## config.mk

```make
export PLATFORM = sky130hd
export DESIGN_NAME = pipe_ctrl
export DESIGN_NICKNAME = d
export VERILOG_FILES = /design/src/rtl/pipe_ctrl_pkg.sv /design/src/rtl/pipe_ctrl.sv
export SDC_FILE = /design/constraint.sdc
export NUM_CORES = 1
export LEC_CHECK = 0
export CAP_MARGIN = 5
export CORE_MARGIN = 2
export CORE_UTILIZATION = 30
export DETAILED_ROUTE_END_ITERATION = 8
export PLACE_DENSITY = 0.55
export SYNTH_ARGS = -nofsm -noshare
export SYNTH_HDL_FRONTEND = slang
export SYNTH_SLANG_ARGS = --single-unit
```

## constraint.sdc

```tcl
create_clock -name clk -period 2.7 [get_ports clk]
set_input_delay 0.54 -clock clk [delete_from_list [all_inputs] [get_ports clk]]
set_output_delay 0.54 -clock clk [all_outputs]
set_load 0.05 [all_outputs]
```

## src/rtl/pipe_ctrl_pkg.sv

```systemverilog
// Purpose: shared state encodings and default addresses for the pipeline controller.
// Latency: n/a (types and constants only).
// Backpressure: n/a.
package pipe_ctrl_pkg;

    // Controller states: RUN fetches sequentially, FLUSH is the single
    // bubble cycle after a redirect, STALL freezes the front end.
    typedef enum logic [1:0] {
        ST_RUN   = 2'b00,
        ST_FLUSH = 2'b01,
        ST_STALL = 2'b10
    } state_t;

    localparam logic [31:0] RESET_PC_DEF = 32'h0000_0000;
    localparam logic [31:0] TRAP_PC_DEF  = 32'h0000_0100;
    localparam logic [31:0] PC_STEP      = 32'd4;

endpackage

```

## src/rtl/pipe_ctrl.sv

```systemverilog
// Purpose: fetch PC generation plus flush/stall control for a 3-stage front end.
// Latency: flush/stall are combinational same cycle; pc_o, misalign_o, jump_cnt_o update on the next edge.
// Backpressure: hold_flag_i | ext_hold_i freezes pc_o and raises stall_o; an accepted jump overrides a hold.
//
// Ports:
//   clk, rst             - clock; synchronous active-high reset
//   jump_en_i/jump_addr_i - redirect request and target from execute
//   hold_flag_i, ext_hold_i - hold requests from execute and memory/bus
//   pc_o                 - registered fetch address
//   if_flush_o/id_flush_o - squash if_id / id_ex this cycle
//   stall_o              - freeze pc, if_id, id_ex this cycle
//   misalign_o           - registered one-cycle pulse on a misaligned jump
//   jump_cnt_o           - wrapping count of accepted jumps
//
// Build option: define JUMP_ALIGN_CHK_EN to redirect misaligned jump targets
// to TRAP_PC and pulse misalign_o; otherwise targets load unchanged.
module pipe_ctrl
    import pipe_ctrl_pkg::*;
#(
    parameter logic [31:0] RESET_PC = RESET_PC_DEF,
    parameter logic [31:0] TRAP_PC  = TRAP_PC_DEF
) (
    input  logic        clk,
    input  logic        rst,
    input  logic        jump_en_i,
    input  logic [31:0] jump_addr_i,
    input  logic        hold_flag_i,
    input  logic        ext_hold_i,
    output logic [31:0] pc_o,
    output logic        if_flush_o,
    output logic        id_flush_o,
    output logic        stall_o,
    output logic        misalign_o,
    output logic [31:0] jump_cnt_o
);

    state_t      state_q;
    state_t      state_nxt;
    logic [31:0] pc_nxt;
    logic [31:0] jump_tgt;
    logic        misalign_nxt;
    logic        jump_acc;
    logic        flush;
    logic        hold;

    assign hold = hold_flag_i | ext_hold_i;

`ifdef JUMP_ALIGN_CHK_EN
    assign misalign_nxt = (jump_addr_i[1:0] != 2'b00);
    assign jump_tgt     = misalign_nxt ? TRAP_PC : jump_addr_i;
`else
    logic unused_trap_pc;
    assign unused_trap_pc = ^TRAP_PC;
    assign misalign_nxt   = 1'b0;
    assign jump_tgt       = jump_addr_i;
`endif

    always_comb begin
        state_nxt = state_q;
        pc_nxt    = pc_q_plus4();
        jump_acc  = 1'b0;
        flush     = 1'b0;
        stall_o   = 1'b0;

        case (state_q)
            ST_RUN: begin
                if (jump_en_i) begin
                    jump_acc = 1'b1;
                end else if (hold) begin
                    stall_o   = 1'b1;
                    pc_nxt    = pc_o;
                    state_nxt = ST_STALL;
                end
            end
            // The execute stage holds a squashed bubble here, so any jump
            // request it presents is not real and is ignored.
            ST_FLUSH: begin
                state_nxt = hold ? ST_STALL : ST_RUN;
            end
            ST_STALL: begin
                if (jump_en_i) begin
                    jump_acc = 1'b1;
                end else if (hold) begin
                    stall_o = 1'b1;
                    pc_nxt  = pc_o;
                end else begin
                    state_nxt = ST_RUN;
                end
            end
            default: begin
                state_nxt = ST_RUN;
            end
        endcase

        if (jump_acc) begin
            flush     = 1'b1;
            pc_nxt    = jump_tgt;
            state_nxt = ST_FLUSH;
        end

        // Reset squashes both pipeline registers and never stalls.
        if (rst) begin
            flush   = 1'b1;
            stall_o = 1'b0;
        end
    end

    assign if_flush_o = flush;
    assign id_flush_o = flush;

    function automatic logic [31:0] pc_q_plus4();
        return pc_o + PC_STEP;
    endfunction

    always_ff @(posedge clk) begin
        if (rst) begin
            state_q    <= ST_RUN;
            pc_o       <= RESET_PC;
            misalign_o <= 1'b0;
            jump_cnt_o <= 32'd0;
        end else begin
            state_q    <= state_nxt;
            pc_o       <= pc_nxt;
            misalign_o <= jump_acc & misalign_nxt;
            if (jump_acc) begin
                jump_cnt_o <= jump_cnt_o + 32'd1;
            end
        end
    end

endmodule

```

==> summary.txt <==
run status - finished, final reports clean
top cell type's share of synthesized area - 0.355
Post-synth EDFFs - 0
WHS Endpoint - pc_o[1]$_SDFFE_PP0P_
cell family with most CP delay - buffers and inverters
syn avg cell area - 8.06 um2
Worst Tran Pin Value - 0.536 ns
min Tclk post-route - 2.48 ns
Cell Chain, Critical Path - clkdlybuf4s50_1 -> buf_4 -> o21ba_2 -> nand2_1 -> nor2_1 -> buf_12
final setup fails - 0
routability cong. - 0.813
most used routing layer - met2
R2R Path Start - pc_o[12]$_SDFFE_PP0P_
Setup crit end kind - primary output
final net count - 600
CP Buf/Inv Count - 3
main flop type after synthesis - dfxtp_1
Synth area leaders - dfxtp_1 (36%), a21oi_1 (4.1%), nand2_1 (4.1%)
Post-CTS Setup Bufs - 0
post-synthesis register bit count - 65
Crit-path slowest cell - clkdlybuf4s50_1
fraction of registers with async set/reset - 0
Area growth syn-to-layout - 43.8%
Max Cap Viol - 0
sw power - 0.000807 W
port bufs - 103
LEAKAGE - 1.70 nW
Worst Min Path Start - pc_o[1]$_SDFFE_PP0P_
Synthesized Nets - 493
Via density - 5.64
Worst Hold Class - register to register
unrepaired setup endpoints after global routing - no
die area - 0.0131 mm2
core area - 0.0120 mm2
Clk pin slew, worst setup/hold paths - 0.06 ns
Initial Util - 0.306
per-cell routed wire length - 16.8 um
Slew headroom - 0.641
via count of the routed design - 4024
Final Hold Vio Count - 0
cell-internal power - 0.00195 W
TritonCTS clock tree - built
Post-Syn Area - 0.00366 mm2
data required time at the worst endpoint - 2.16 ns
Boundary Pins - 105
GRT Total Usage - 0.186
Distinct cells, synth - 57
setup slack, reg-to-reg - 0.41 ns
largest net degree at the start of global routing - 34
Max Transition Viols Final - 0
CTS HTree Levels - 3
synth warn - 0
worst hold path cell count - 2
post-synth top area cell - dfxtp_1
Layout Skew - 0.00672 ns
Max clock buf depth - 2
dpl ws - 0.0741 ns
clock power share - 0.430
worst skew pair latency - 0.33 ns
crit path launch type - input pin
CP Max Fanout - 9
sequential power share - 0.385
final wirelength - 12000 um
reg2reg path depth - 4
CTS Hold Bufs - 0
DP Wirelength - 8480 um
total CTS buffers - 9
Net Sw Frac - 0.293
first-pass GRT wire length - 19600 um
ANT cells - 0
met2 Use GR - 0.310
fmax - 403 MHz
sequential fraction of the synthesis area - 0.355
Mapped Cells - 454
DR pass1 iterations - 4
M1 GR Usage - 0.241
Chip Width - 114 um
share of cells above drive strength 1 - 0.113
initial detailed-routing violation count - 276
worst setup margin - 0.222 ns
Power Dens Cells - 523 mW/mm2
Site Rows - 40
reg2reg end - pc_o[26]$_SDFFE_PP0P_
max incr delay on CP - 0.46 ns
CTS root buffer - clkbuf_16
M3 GR Usage - 0.0540
initial antenna violation count - 0
Arrival @ worst endpoint - 1.94 ns
period utilization - 0.918
type of the worst setup path - input pin to primary output
vias in the first global route - 3959
Antenna Violating Nets Remaining - 0
PostCTS Resize Cnt - 0
Comb pwr share - 0.185
fin cells - 713
die span in y - 114 um
final routed DRC violation total - 0
GR Overflow Total - 0
DP Cell Count - 697
Setup TNS Final - 0 ns
Max IR drop VDD - 0.343 mV
Clock Sinks - 65
-- final cells by class --
class,count,area [um2]
fill,1180,6700
multi-input combinational,347,2190
sequential,65,1300
timing repair buffer,129,1250
clock buffer,10,239
tap,147,184
clock inverter,6,67.6
inverter,9,33.8
-- state kept, by name, summed over array words and instances, names as in the netlist --
register    flops
pc_o           32
jump_cnt_o     32
state_q         1
-- power groups by stage --
stage / sequential (W) / clock [W] / combinational, W
2_1_floorplan: 0.00120 / 0 / 0.000169
3_3_place_gp: 0.00108 / 0 / 0.000505
3_5_place_dp: 0.00108 / 0 / 0.000508
4_1_cts: 0.00106 / 0.00121 / 0.000511
5_1_grt: 0.00107 / 0.00126 / 0.000542
6_report: 0.00106 / 0.00118 / 0.000509
-- Yosys cell counts (3+ instances only) --
master    instances
or3_1             8
and2_1            8
xnor2_1           7
dfxtp_1          65
buf_4             3
o41ai_1           5
nor2_1           25
inv_1             9
nand3_1          23
or4_1            16
and3_1            4
o21ai_0          18
o221ai_1          5
xor2_1            6
nand2_1          40
or2_2             7
a21oi_1          30
a22oi_1          12
clkbuf_1         22
a211oi_1          3
buf_2             5
o32ai_1           3
o311ai_0         10
nand4_2           3
nor3_1           11
mux2_2            4
and4_1            6
nand2b_1          4
nand4_1          20
nor4_1           12
o31a_1            3
buf_1             3
o31ai_1          11
o22ai_1           4
nor2b_1           3
o211ai_1          5
a31oi_1           7
-- metrics by stage --
stage	utilization	total power [W]	hold slack (ns)	area (um2)
2_1_floorplan	-	0.00137	0.675	3660
3_3_place_gp	0.414	0.00159	0.449	4960
3_5_place_dp	0.414	0.00159	0.457	4960
4_1_cts	0.440	0.00278	0.465	5260
5_1_grt	0.440	0.00287	0.492	5260
6_report	0.440	0.00275	0.467	5260
-- per-layer routing --
layer	vias up	wire, um	share of wire
li1	1968	-	-
met1	1908	5380	0.45
met2	142	5620	0.47
met3	6	872	0.073
met4	0	87	0.0073
met5	-	0	0
-- layout by cell type (no fill, tap or decap), types with 3 or more instances in the layout --
| master | netlist | layout |
|---|---|---|
| and2_1 | 8 | 8 |
| nand2b_1 | 4 | 4 |
| clkdlybuf4s50_1 | 0 | 99 |
| nand2_1 | 40 | 40 |
| nand3_1 | 23 | 23 |
| buf_12 | 0 | 3 |
| o221ai_1 | 5 | 5 |
| clkbuf_16 | 0 | 9 |
| nor2_1 | 25 | 25 |
| nand4_1 | 20 | 20 |
| o311ai_0 | 10 | 10 |
| xor2_1 | 6 | 6 |
| mux2_2 | 4 | 4 |
| nand4_2 | 3 | 3 |
| o41ai_1 | 5 | 5 |
| o31a_1 | 3 | 3 |
| a22oi_1 | 12 | 12 |
| dfxtp_1 | 65 | 65 |
| buf_4 | 3 | 26 |
| xnor2_1 | 7 | 7 |
| or4_1 | 16 | 16 |
| o21ai_0 | 18 | 18 |
| and4_1 | 6 | 6 |
| a21oi_1 | 30 | 30 |
| o31ai_1 | 11 | 11 |
| nor3_1 | 11 | 11 |
| inv_1 | 9 | 9 |
| a31oi_1 | 7 | 7 |
| nor4_1 | 12 | 12 |
| o22ai_1 | 4 | 4 |
| and3_1 | 4 | 4 |
| o211ai_1 | 5 | 5 |
| a211oi_1 | 3 | 3 |
| or3_1 | 8 | 8 |
| or2_2 | 7 | 7 |
| o32ai_1 | 3 | 3 |
-- logic make-up after synthesis --
logic type	Yosys count	share of synthesized area
adder cells (fa/ha/maj)	2	0.00683
buffers and inverters	42	0.0478
multiplexers	6	0.0178
flip-flops	65	0.355
XOR/XNOR	13	0.0311
AND/OR/NAND/NOR	200	0.308
AO/OA/AOI/OAI	125	0.232
other	1	0.00102
-- tightest hold or removal path: stages (launching register included) --
cell and delay [ns]:
dfxtp_1 0.31, nand2_1 0.05, a21oi_1 0.05
-- worst max path at each step --
stage                     cells after the start  slack (ns)                  start                           to
after floorplan                               6        0.07              jump_en_i                      stall_o
after global placement                        5        0.08              jump_en_i  jump_cnt_o[30]$_SDFFE_PP0P_
after detailed placement                      5        0.07              jump_en_i  jump_cnt_o[30]$_SDFFE_PP0P_
after CTS                                     6        0.21              jump_en_i                      stall_o
after global routing                          4        0.13  pc_o[12]$_SDFFE_PP0P_        pc_o[26]$_SDFFE_PP0P_
final                                         6        0.22              jump_en_i                      stall_o
(Power assumes the default switching activity.)
